## src/rtl/hub75_pkg.sv

```systemverilog
// Shared constants, FSM state encoding and pixel-address helpers for the HUB75 scanner.
// The pixel address is {1'b0, ROW[4:0], COL[5:0]} and covers the full 64x32 panel.
package hub75_pkg;

    localparam int PANEL_COLS   = 64;
    localparam int PANEL_ROWS   = 32;
    localparam int SCAN_ROWS    = PANEL_ROWS / 2;
    localparam int ADDR_W       = 12;
    localparam int ADDR_ROW_MSB = 10;
    localparam int ADDR_ROW_LSB = 6;
    localparam int ADDR_COL_MSB = 5;
    localparam int ADDR_COL_LSB = 0;

    typedef enum logic [2:0] {
        S_ADDR_TOP,
        S_ADDR_BOT,
        S_SHIFT_SETUP,
        S_SHIFT_CLK,
        S_LATCH,
        S_DISPLAY,
        S_NEXT
    } state_t;

    function automatic logic [ADDR_W-1:0] make_addr(input logic       bottom,
                                                    input logic [3:0] row,
                                                    input logic [5:0] col);
        logic [ADDR_W-1:0] a;
        a = '0;
        a[ADDR_ROW_MSB:ADDR_ROW_LSB] = {bottom, row};
        a[ADDR_COL_MSB:ADDR_COL_LSB] = col;
        return a;
    endfunction

    // Returns {R,G,B} bit idx of a packed {R[7:0],G[7:0],B[7:0]} pixel.
    function automatic logic [2:0] pick_rgb(input logic [23:0] px, input logic [2:0] idx);
        logic [23:0] s;
        s = px >> idx;
        return {s[16], s[8], s[0]};
    endfunction

endpackage

```

## src/rtl/hub75_scanner_bcm_timer.sv

```systemverilog
// Binary-coded-modulation display timer: loads BCM_BASE<<plane on start and
// counts down, flagging done on the last cycle of the display window.
module bcm_timer
    import hub75_pkg::*;
#(
    parameter int PWM_BITS = 4,
    parameter int BCM_BASE = 32
) (
    input  logic       clk,
    input  logic       rst,
    input  logic       i_start,
    input  logic [2:0] i_plane,
    output logic       o_done
);

    localparam int MAX_LEN = BCM_BASE << (PWM_BITS - 1);
    localparam int CNT_W   = $clog2(MAX_LEN + 1);

    logic [CNT_W-1:0] r_cnt;
    logic             r_busy;
    logic [CNT_W-1:0] w_load;

    assign w_load = (CNT_W'(BCM_BASE) << i_plane) - CNT_W'(1);

    always_ff @(posedge clk) begin
        if (rst) begin
            r_cnt  <= '0;
            r_busy <= 1'b0;
        end else if (i_start) begin
            r_cnt  <= w_load;
            r_busy <= 1'b1;
        end else if (r_busy) begin
            if (r_cnt == '0) begin
                r_busy <= 1'b0;
            end else begin
                r_cnt <= r_cnt - CNT_W'(1);
            end
        end
    end

    assign o_done = r_busy && (r_cnt == '0);

endmodule

```

## src/rtl/hub75_scanner.sv

```systemverilog
// HUB75 64x32 1/16-scan panel driver with BCM grey levels.
// States: ADDR_TOP/ADDR_BOT fetch pixels, SHIFT_SETUP/SHIFT_CLK shift a column, LATCH, DISPLAY, NEXT.
module hub75_scanner
    import hub75_pkg::*;
#(
    parameter int PWM_BITS = 4,
    parameter int BCM_BASE = 32
) (
    input  logic        clk,
    input  logic        rst,
    output logic [11:0] pixel_addr,
    input  logic [23:0] pixel_data,
    output logic        r1,
    output logic        g1,
    output logic        b1,
    output logic        r2,
    output logic        g2,
    output logic        b2,
    output logic [3:0]  row_sel,
    output logic        panel_clk,
    output logic        panel_lat,
    output logic        panel_oe_n,
    output logic        frame_start
);

    localparam logic [2:0] PLANE_LAST = 3'(PWM_BITS - 1);
    localparam logic [3:0] ROW_LAST   = 4'(SCAN_ROWS - 1);
    localparam logic [5:0] COL_LAST   = 6'(PANEL_COLS - 1);

    state_t      r_state, w_state_nxt;
    logic [3:0]  r_row, w_row_nxt;
    logic [2:0]  r_plane, w_plane_nxt;
    logic [5:0]  r_col, w_col_nxt;
    logic [11:0] r_pixel_addr;
    logic [2:0]  r_top_rgb;
    logic [5:0]  r_rgb;
    logic [3:0]  r_row_sel;
    logic [2:0]  w_bit_idx;
    logic        w_bcm_start;
    logic        w_bcm_done;

    assign w_bit_idx   = 3'(8 - PWM_BITS) + r_plane;
    assign w_bcm_start = (r_state == S_LATCH);

    bcm_timer #(
        .PWM_BITS(PWM_BITS),
        .BCM_BASE(BCM_BASE)
    ) u_bcm_timer (
        .clk    (clk),
        .rst    (rst),
        .i_start(w_bcm_start),
        .i_plane(r_plane),
        .o_done (w_bcm_done)
    );

    always_comb begin
        w_state_nxt = r_state;
        w_row_nxt   = r_row;
        w_plane_nxt = r_plane;
        w_col_nxt   = r_col;
        case (r_state)
            S_ADDR_TOP:    w_state_nxt = S_ADDR_BOT;
            S_ADDR_BOT:    w_state_nxt = S_SHIFT_SETUP;
            S_SHIFT_SETUP: w_state_nxt = S_SHIFT_CLK;
            S_SHIFT_CLK: begin
                w_col_nxt   = r_col + 6'd1;
                w_state_nxt = (r_col == COL_LAST) ? S_LATCH : S_ADDR_TOP;
            end
            S_LATCH:       w_state_nxt = S_DISPLAY;
            S_DISPLAY: begin
                if (w_bcm_done) begin
                    w_state_nxt = S_NEXT;
                end
            end
            S_NEXT: begin
                w_col_nxt   = '0;
                w_state_nxt = S_ADDR_TOP;
                if (r_plane == PLANE_LAST) begin
                    w_plane_nxt = '0;
                    w_row_nxt   = (r_row == ROW_LAST) ? 4'd0 : r_row + 4'd1;
                end else begin
                    w_plane_nxt = r_plane + 3'd1;
                end
            end
            default:       w_state_nxt = S_ADDR_TOP;
        endcase
    end

    always_ff @(posedge clk) begin
        if (rst) begin
            r_state      <= S_ADDR_TOP;
            r_row        <= '0;
            r_plane      <= '0;
            r_col        <= '0;
            r_pixel_addr <= '0;
            r_top_rgb    <= '0;
            r_rgb        <= '0;
            r_row_sel    <= '0;
        end else begin
            r_state <= w_state_nxt;
            r_row   <= w_row_nxt;
            r_plane <= w_plane_nxt;
            r_col   <= w_col_nxt;
            // Address is set up for the state being entered and held otherwise.
            if (w_state_nxt == S_ADDR_TOP) begin
                r_pixel_addr <= make_addr(1'b0, w_row_nxt, w_col_nxt);
            end else if (w_state_nxt == S_ADDR_BOT) begin
                r_pixel_addr <= make_addr(1'b1, w_row_nxt, w_col_nxt);
            end
            if (r_state == S_ADDR_TOP) begin
                r_top_rgb <= pick_rgb(pixel_data, w_bit_idx);
            end
            if (r_state == S_ADDR_BOT) begin
                r_rgb <= {r_top_rgb, pick_rgb(pixel_data, w_bit_idx)};
            end
            if (w_state_nxt == S_LATCH) begin
                r_row_sel <= r_row;
            end
        end
    end

    assign pixel_addr  = r_pixel_addr;
    assign {r1, g1, b1, r2, g2, b2} = r_rgb;
    assign row_sel     = r_row_sel;
    assign panel_clk   = (r_state == S_SHIFT_CLK);
    assign panel_lat   = (r_state == S_LATCH);
    assign panel_oe_n  = (r_state != S_DISPLAY);
    // Gated by rst so the pulse only appears once the block is actually running.
    assign frame_start = !rst && (r_state == S_ADDR_TOP) && (r_row == 4'd0)
                         && (r_plane == 3'd0) && (r_col == 6'd0);

endmodule

```

## config.mk

```make
export PLATFORM = sky130hd
export DESIGN_NAME = hub75_scanner
export DESIGN_NICKNAME = d
export VERILOG_FILES = /design/src/rtl/hub75_pkg.sv /design/src/rtl/hub75_scanner_bcm_timer.sv /design/src/rtl/hub75_scanner.sv
export SDC_FILE = /design/constraint.sdc
export NUM_CORES = 1
export LEC_CHECK = 0
export ABC_AREA = 0
export CORE_ASPECT_RATIO = 1.2
export CORE_MARGIN = 4
export CORE_UTILIZATION = 43
export DETAILED_ROUTE_END_ITERATION = 6
export HOLD_SLACK_MARGIN = 0.06
export PLACE_DENSITY = 0.79
export RECOVER_POWER = 50
export SKIP_LAST_GASP = 1
export SLEW_MARGIN = 20
export SYNTH_ARGS = -nofsm -noshare
export SYNTH_HDL_FRONTEND = slang
export SYNTH_HIERARCHICAL = 1
export SYNTH_SLANG_ARGS = --single-unit
```

## constraint.sdc

```tcl
create_clock -name clk -period 3.46 [get_ports clk]
set_clock_uncertainty 0.1 [all_clocks]
set_input_delay 0.692 -clock clk [delete_from_list [all_inputs] [get_ports clk]]
set_output_delay 0.692 -clock clk [all_outputs]
set_load 0.05 [all_outputs]
```

Yosys cells after proc, flatten, opt, wreduce, memory -nomap -nowiden

Index checks and enable logic that the tools add are counted.

Word-level logic and storage cells: 64
Flip-flop bits (word level): 50
Output and inout bits: 26

Equality and inequality tests: 13
Add/sub/neg operators: 6
Shift operators: 2
Reduce and logical (&&, ||, !) cells: 16
Muxes and demuxes: 16

Operators by type and width:

| cell                                                 | count |
|---|---|
| two-way mux 9 bit                                    | 3 |
| >> shifter 24 x 3 -> 17 bit                          | 1 |
| two-way mux 10 bit                                   | 2 |
| one-hot mux 3 bit (6 select lines)                   | 1 |
| equality test 3 bit (second input constant)          | 4 |
| two-way mux 4 bit                                    | 3 |
| one-hot mux 6 bit (2 select lines)                   | 1 |
| equality test 3 x 2 -> 1 bit (second input constant) | 3 |
| logical NOT 3 bit                                    | 3 |
| logical NOT 9 bit                                    | 1 |
| two-way mux 3 bit                                    | 3 |
| left shift 6 x 3 -> 9 bit (first input constant)     | 1 |
| subtractor 9 x 1 -> 9 bit (second input constant)    | 1 |
| subtractor 9 x 2 -> 9 bit (second input constant)    | 1 |
| adder 6 x 1 -> 6 bit (second input constant)         | 1 |
| equality test 3 x 1 -> 1 bit (second input constant) | 2 |
| equality test 6 bit (second input constant)          | 1 |
| logical NOT 6 bit                                    | 1 |
| logical AND 1 bit                                    | 5 |
| adder 4 x 1 -> 4 bit (second input constant)         | 1 |
| equality test 4 bit (second input constant)          | 1 |
| logical NOT 4 bit                                    | 1 |
| nonzero test 2 bit                                   | 2 |
| adder 3 x 1 -> 3 bit (second input constant)         | 1 |
| 7 further kinds                                      | 9 |

Depth between registers and ports, before layout

Depth in word-level cells: 7
Gate-level depth with buffers: 7
Depth with buffers taken out: 7

Modules after synthesis

The synthesis kept the hierarchy.

By module, submodules not included:

| module        | area an instance (um^2) | instances | sequential area each (um^2) | cells each |
|---|---|---|---|---|
| hub75_scanner | 1974.4                  | 1         | 800.8                       | 202 |
| bcm_timer     | 596.8                   | 1         | 200.2                       | 68 |

Worst setup path before layout

Ideal clock, no wire load.

Path kind: register to register
Start point: register r_state[0]
End point: register u_bcm_timer.r_cnt[3]
Slack: 0.749 ns
Clock period less this slack: 2.711 ns
Data arrival time: 2.533 ns
Cell stages (with the launch flop): 7
Path through: dfxtp_1 buf_2 nor3_1 clkbuf_1 clkinv_1 and4_2 nor3_1

Longest elaborated chain between the ends: 3
Elaborated cells on any way between the ends: 5

Ends and longest elaborated chain:

| item                                                                         | RTL line                      | text |
|---|---|---|
| from (decl)                                                                  | hub75_scanner.sv:30           | `state_t r_state, w_state_nxt;` |
| from (signal assigned)                                                       | hub75_scanner.sv:100          | `r_state <= w_state_nxt;` |
| equality test 3 bit *                                                        | n/a                           |  |
| via panel_lat                                                                | hub75_scanner.sv:21           | `output logic panel_lat,` |
| inequality test 2 bit (no line) / nonzero test 2 bit (equally long branches) | n/a                           |  |
| AND reduction 2 bit (no line)                                                | n/a                           |  |
| to (signal assigned)                                                         | hub75_scanner_bcm_timer.sv:30 | `r_cnt <= w_load;` |
| to (signal assigned)                                                         | hub75_scanner_bcm_timer.sv:36 | `r_cnt <= r_cnt - CNT_W'(1);` |
| to (decl)                                                                    | hub75_scanner_bcm_timer.sv:19 | `logic [CNT_W-1:0] r_cnt;` |

Mark *: on every way through the listed nets, which the timed path passes. The rest lies on a longest branch.
A chain may end at the register's enable or synchronous reset.

Worst setup path after layout

Start point: register r_state[0]
End point: output panel_clk

Longest elaborated chain between the ends: 1

Ends and longest elaborated chain:

| item                         | RTL line             | text |
|---|---|---|
| equality test 3 x 2 -> 1 bit | hub75_scanner.sv:125 | `assign panel_clk = (r_state == S_SHIFT_CLK);` |
| to (decl)                    | hub75_scanner.sv:20  | `output logic panel_clk,` |

Every way passes these cells.

==> run metrics <==
leading cell type by number of instances after synthesis dfxtp_1; count of unique library cells instantiated by Yosys 55; number of clock buffers inserted by TritonCTS 5; input/output buffers 50; global placer's final weighted congestion 0.769; Die Area around 7300 um2; Post-Route Hold Slack 397 ps; category of the critical setup timing path reg2out; unrepaired setup endpoints after global routing false; root buf cell clkbuf_8; type of element capturing the critical path output port; total number of yosys warnings 6; global-route total usage across every layer 0.164; number of global-route vias before repair approximately 2100; hold crit path type reg2reg; drt initial violations 85; remaining antenna violation count after routing 0; number of buffers inserted by post-CTS setup repair 0; Max-Slew Margin vs Limit 0.578; total congestion overflow 0; total power density per cell area between 300 and 400 nW/um2; total nets after synthesis between 300 and 400; placed cell count roughly 390; proportion of synthesized chip area in sequential cells 0.389; mean instance size in the synthesized netlist between 9 and 10 um2; main flop type after synthesis dfxtp_1; post-CTS clock slew at the launch and capture registers of the worst setup and hold paths about 90 ps; Worst Path Arrival 2090 ps; final-stage net count ~350; number of placed I/O pins 52; async set-reset flop share out of synthesis 0; share of the synthesized area in the top cell type 0.389; max-cap violations 0; TritonCTS clock tree done; number of remaining DRC errors 0; leakage component of the power about 0.0012 uW; placeable core region 5740 um2; number of clock sinks 50; largest fanout on the critical path 13; total power 1170 uW; required time at the worst-slack endpoint about 2700 ps; slew of the pin with the lowest slew margin 629 ps; share of the clock period used by the worst path after layout 0.832; deepest clock path buffer count 2; Gate Count Post-Synth 270; die span in x between 70 and 80 um; cell taking the most area after synthesis dfxtp_1; wire length of the first global-routing pass 9800 um; result of the run finished clean; routed vias around 2100; final hold viol count 0; share of cells above drive strength 1 0.0796; clock network latency to the later pin of the worst-skew pair 290 ps; count of final setup violators 0; final setup TNS 0 ps; FP Rows 30; worst voltage drop across the vdd grid between 0.0003 and 0.0004 V; non-filler cells in the finished layout between 300 and 400; register-to-register setup slack 1180 ps; type of element launching the critical path register; number of gates given a new drive strength after cts 0; Final HPWL DP ~4300 um; ranking of synthesized cells by instance count 50 x dfxtp_1, 35 x nor2_1, 15 x a21oi_1; pre-CTS setup slack a little over 900 ps; CTS H-Tree Depth 2; highest achievable clock rate 347 MHz; largest net degree at the start of global routing 46; first-pass iteration count of the detailed router 4; Final Max Tran Viols 0; EDFF count, synth 0; minimum setup slack in the final design between 500 and 600 ps; hold buffers post-CTS 0; total standard cell area after synthesis roughly 2600 um2; synthesis-to-finish area growth 23.4%; diodes inserted 0; dominant cells by area after synthesis dfxtp_1 39%, mux4_1 6.1%, nor2_1 5.1%, mux2i_1 4.3%, ha_1 3.9%; total routed wirelength approximately 5700 um; Avg WL per Cell ~15 um; effective utilization at floorplan 0.448; floorplan die height between 90 and 100 um; initial antenna violation count 0; number of synthesized register bits 50; post-detailed-route via-to-cell ratio roughly 5.4; Final min period 2880 ps
## cell usage in the layout, fill, tap and decap left out, types with 2 or more instances in the layout
| master | instances |
|---|---|
| a211oi_1 | 5 |
| a21o_1 | 3 |
| a21oi_1 | 16 |
| a221oi_1 | 2 |
| a31oi_1 | 5 |
| and3_1 | 2 |
| and4_2 | 2 |
| buf_4 | 2 |
| clkbuf_8 | 6 |
| clkdlybuf4s50_1 | 47 |
| dfxtp_1 | 50 |
| ha_1 | 8 |
| inv_1 | 14 |
| mux2_1 | 5 |
| mux2i_1 | 11 |
| mux4_1 | 6 |
| nand2_1 | 13 |
| nand2b_1 | 4 |
| nand3_1 | 10 |
| nand3b_1 | 2 |
| nand4_1 | 3 |
| nor2_1 | 35 |
| nor2b_1 | 2 |
| nor3_1 | 12 |
| nor3_2 | 2 |
| nor3_4 | 2 |
| nor3b_1 | 2 |
| nor4_1 | 2 |
| nor4b_1 | 2 |
| o21ai_0 | 3 |
| o22a_1 | 7 |
| o311ai_0 | 2 |
| or3_1 | 2 |
| xnor2_1 | 2 |
## through the flow
stage / utilization / instance area [um2]
2_1_floorplan: - / 2570
6_report: 0.553 / 3170
5_1_grt: 0.553 / 3170
4_1_cts: 0.557 / 3200
3_3_place_gp: 0.540 / 3100
3_5_place_dp: 0.540 / 3100
## worst max-delay path, cell delays in order (launching register included)
cell and delay (ps):
dfxtp_1 530, nand3b_1 220, inv_1 210, clkdlybuf4s50_1 840
## worst paths after layout
kind,end,depth (start not counted),start
max reg2reg,u_bcm_timer/r_cnt[3],6,r_state[2]
min reg2reg,pixel_addr[1],1,pixel_addr[1]
max,panel_clk,3,r_state[0]
min,pixel_addr[1],1,pixel_addr[1]
## cells by family (layout without fill, tap and decap cells)
group,after synthesis,after routing,synth area share
flip-flops,50,50,0.389
other,1,1,0.00146
AO/OA/AOI/OAI,51,51,0.151
adder cells (fa/ha/maj),9,9,0.0428
AND/OR/NAND/NOR,103,103,0.220
multiplexers,23,23,0.130
buffers and inverters,31,75,0.0579
XOR/XNOR,2,2,0.00681
## per-layer routing
| layer | track usage | wire length, um | up-vias |
|---|---|---|---|
| li1 | - | - | 1068 |
| met1 | 0.201 | 2520 | 1027 |
| met2 | 0.295 | 2970 | 36 |
| met3 | 0.0302 | 196 | 4 |
| met4 | 0.0335 | 25 | 0 |
| met5 | 0 | 0 | - |
## power breakdown
group / internal, uW / switching (uW)
Clock: 161 / 189
Sequential: 597 / 16.0
Combinational: 85.2 / 117
Total: 843 / 322
## cell type report
| class | instances | area [um2] |
|---|---|---|
| Inverter | 15 | 56.3 |
| Clock buffer | 6 | 82.6 |
| Timing Repair Buffer | 52 | 519 |
| Multi-Input combinational cell | 189 | 1400 |
| Clock inverter | 2 | 12.5 |
| Sequential cell | 50 | 1000 |
| Fill cell | 510 | 2570 |
| Tap cell | 80 | 100 |
## registers in the layout, indices dropped and copies added (netlist names)
name,cells
r_row,4
r_plane,3
r_col,6
u_bcm_timer/r_cnt,9
r_state,3
r_top_rgb,3
u_bcm_timer/r_busy,1
pixel_addr,11
r_rgb,6
row_sel,4
Note: power is estimated with default switching activity, not from simulation.
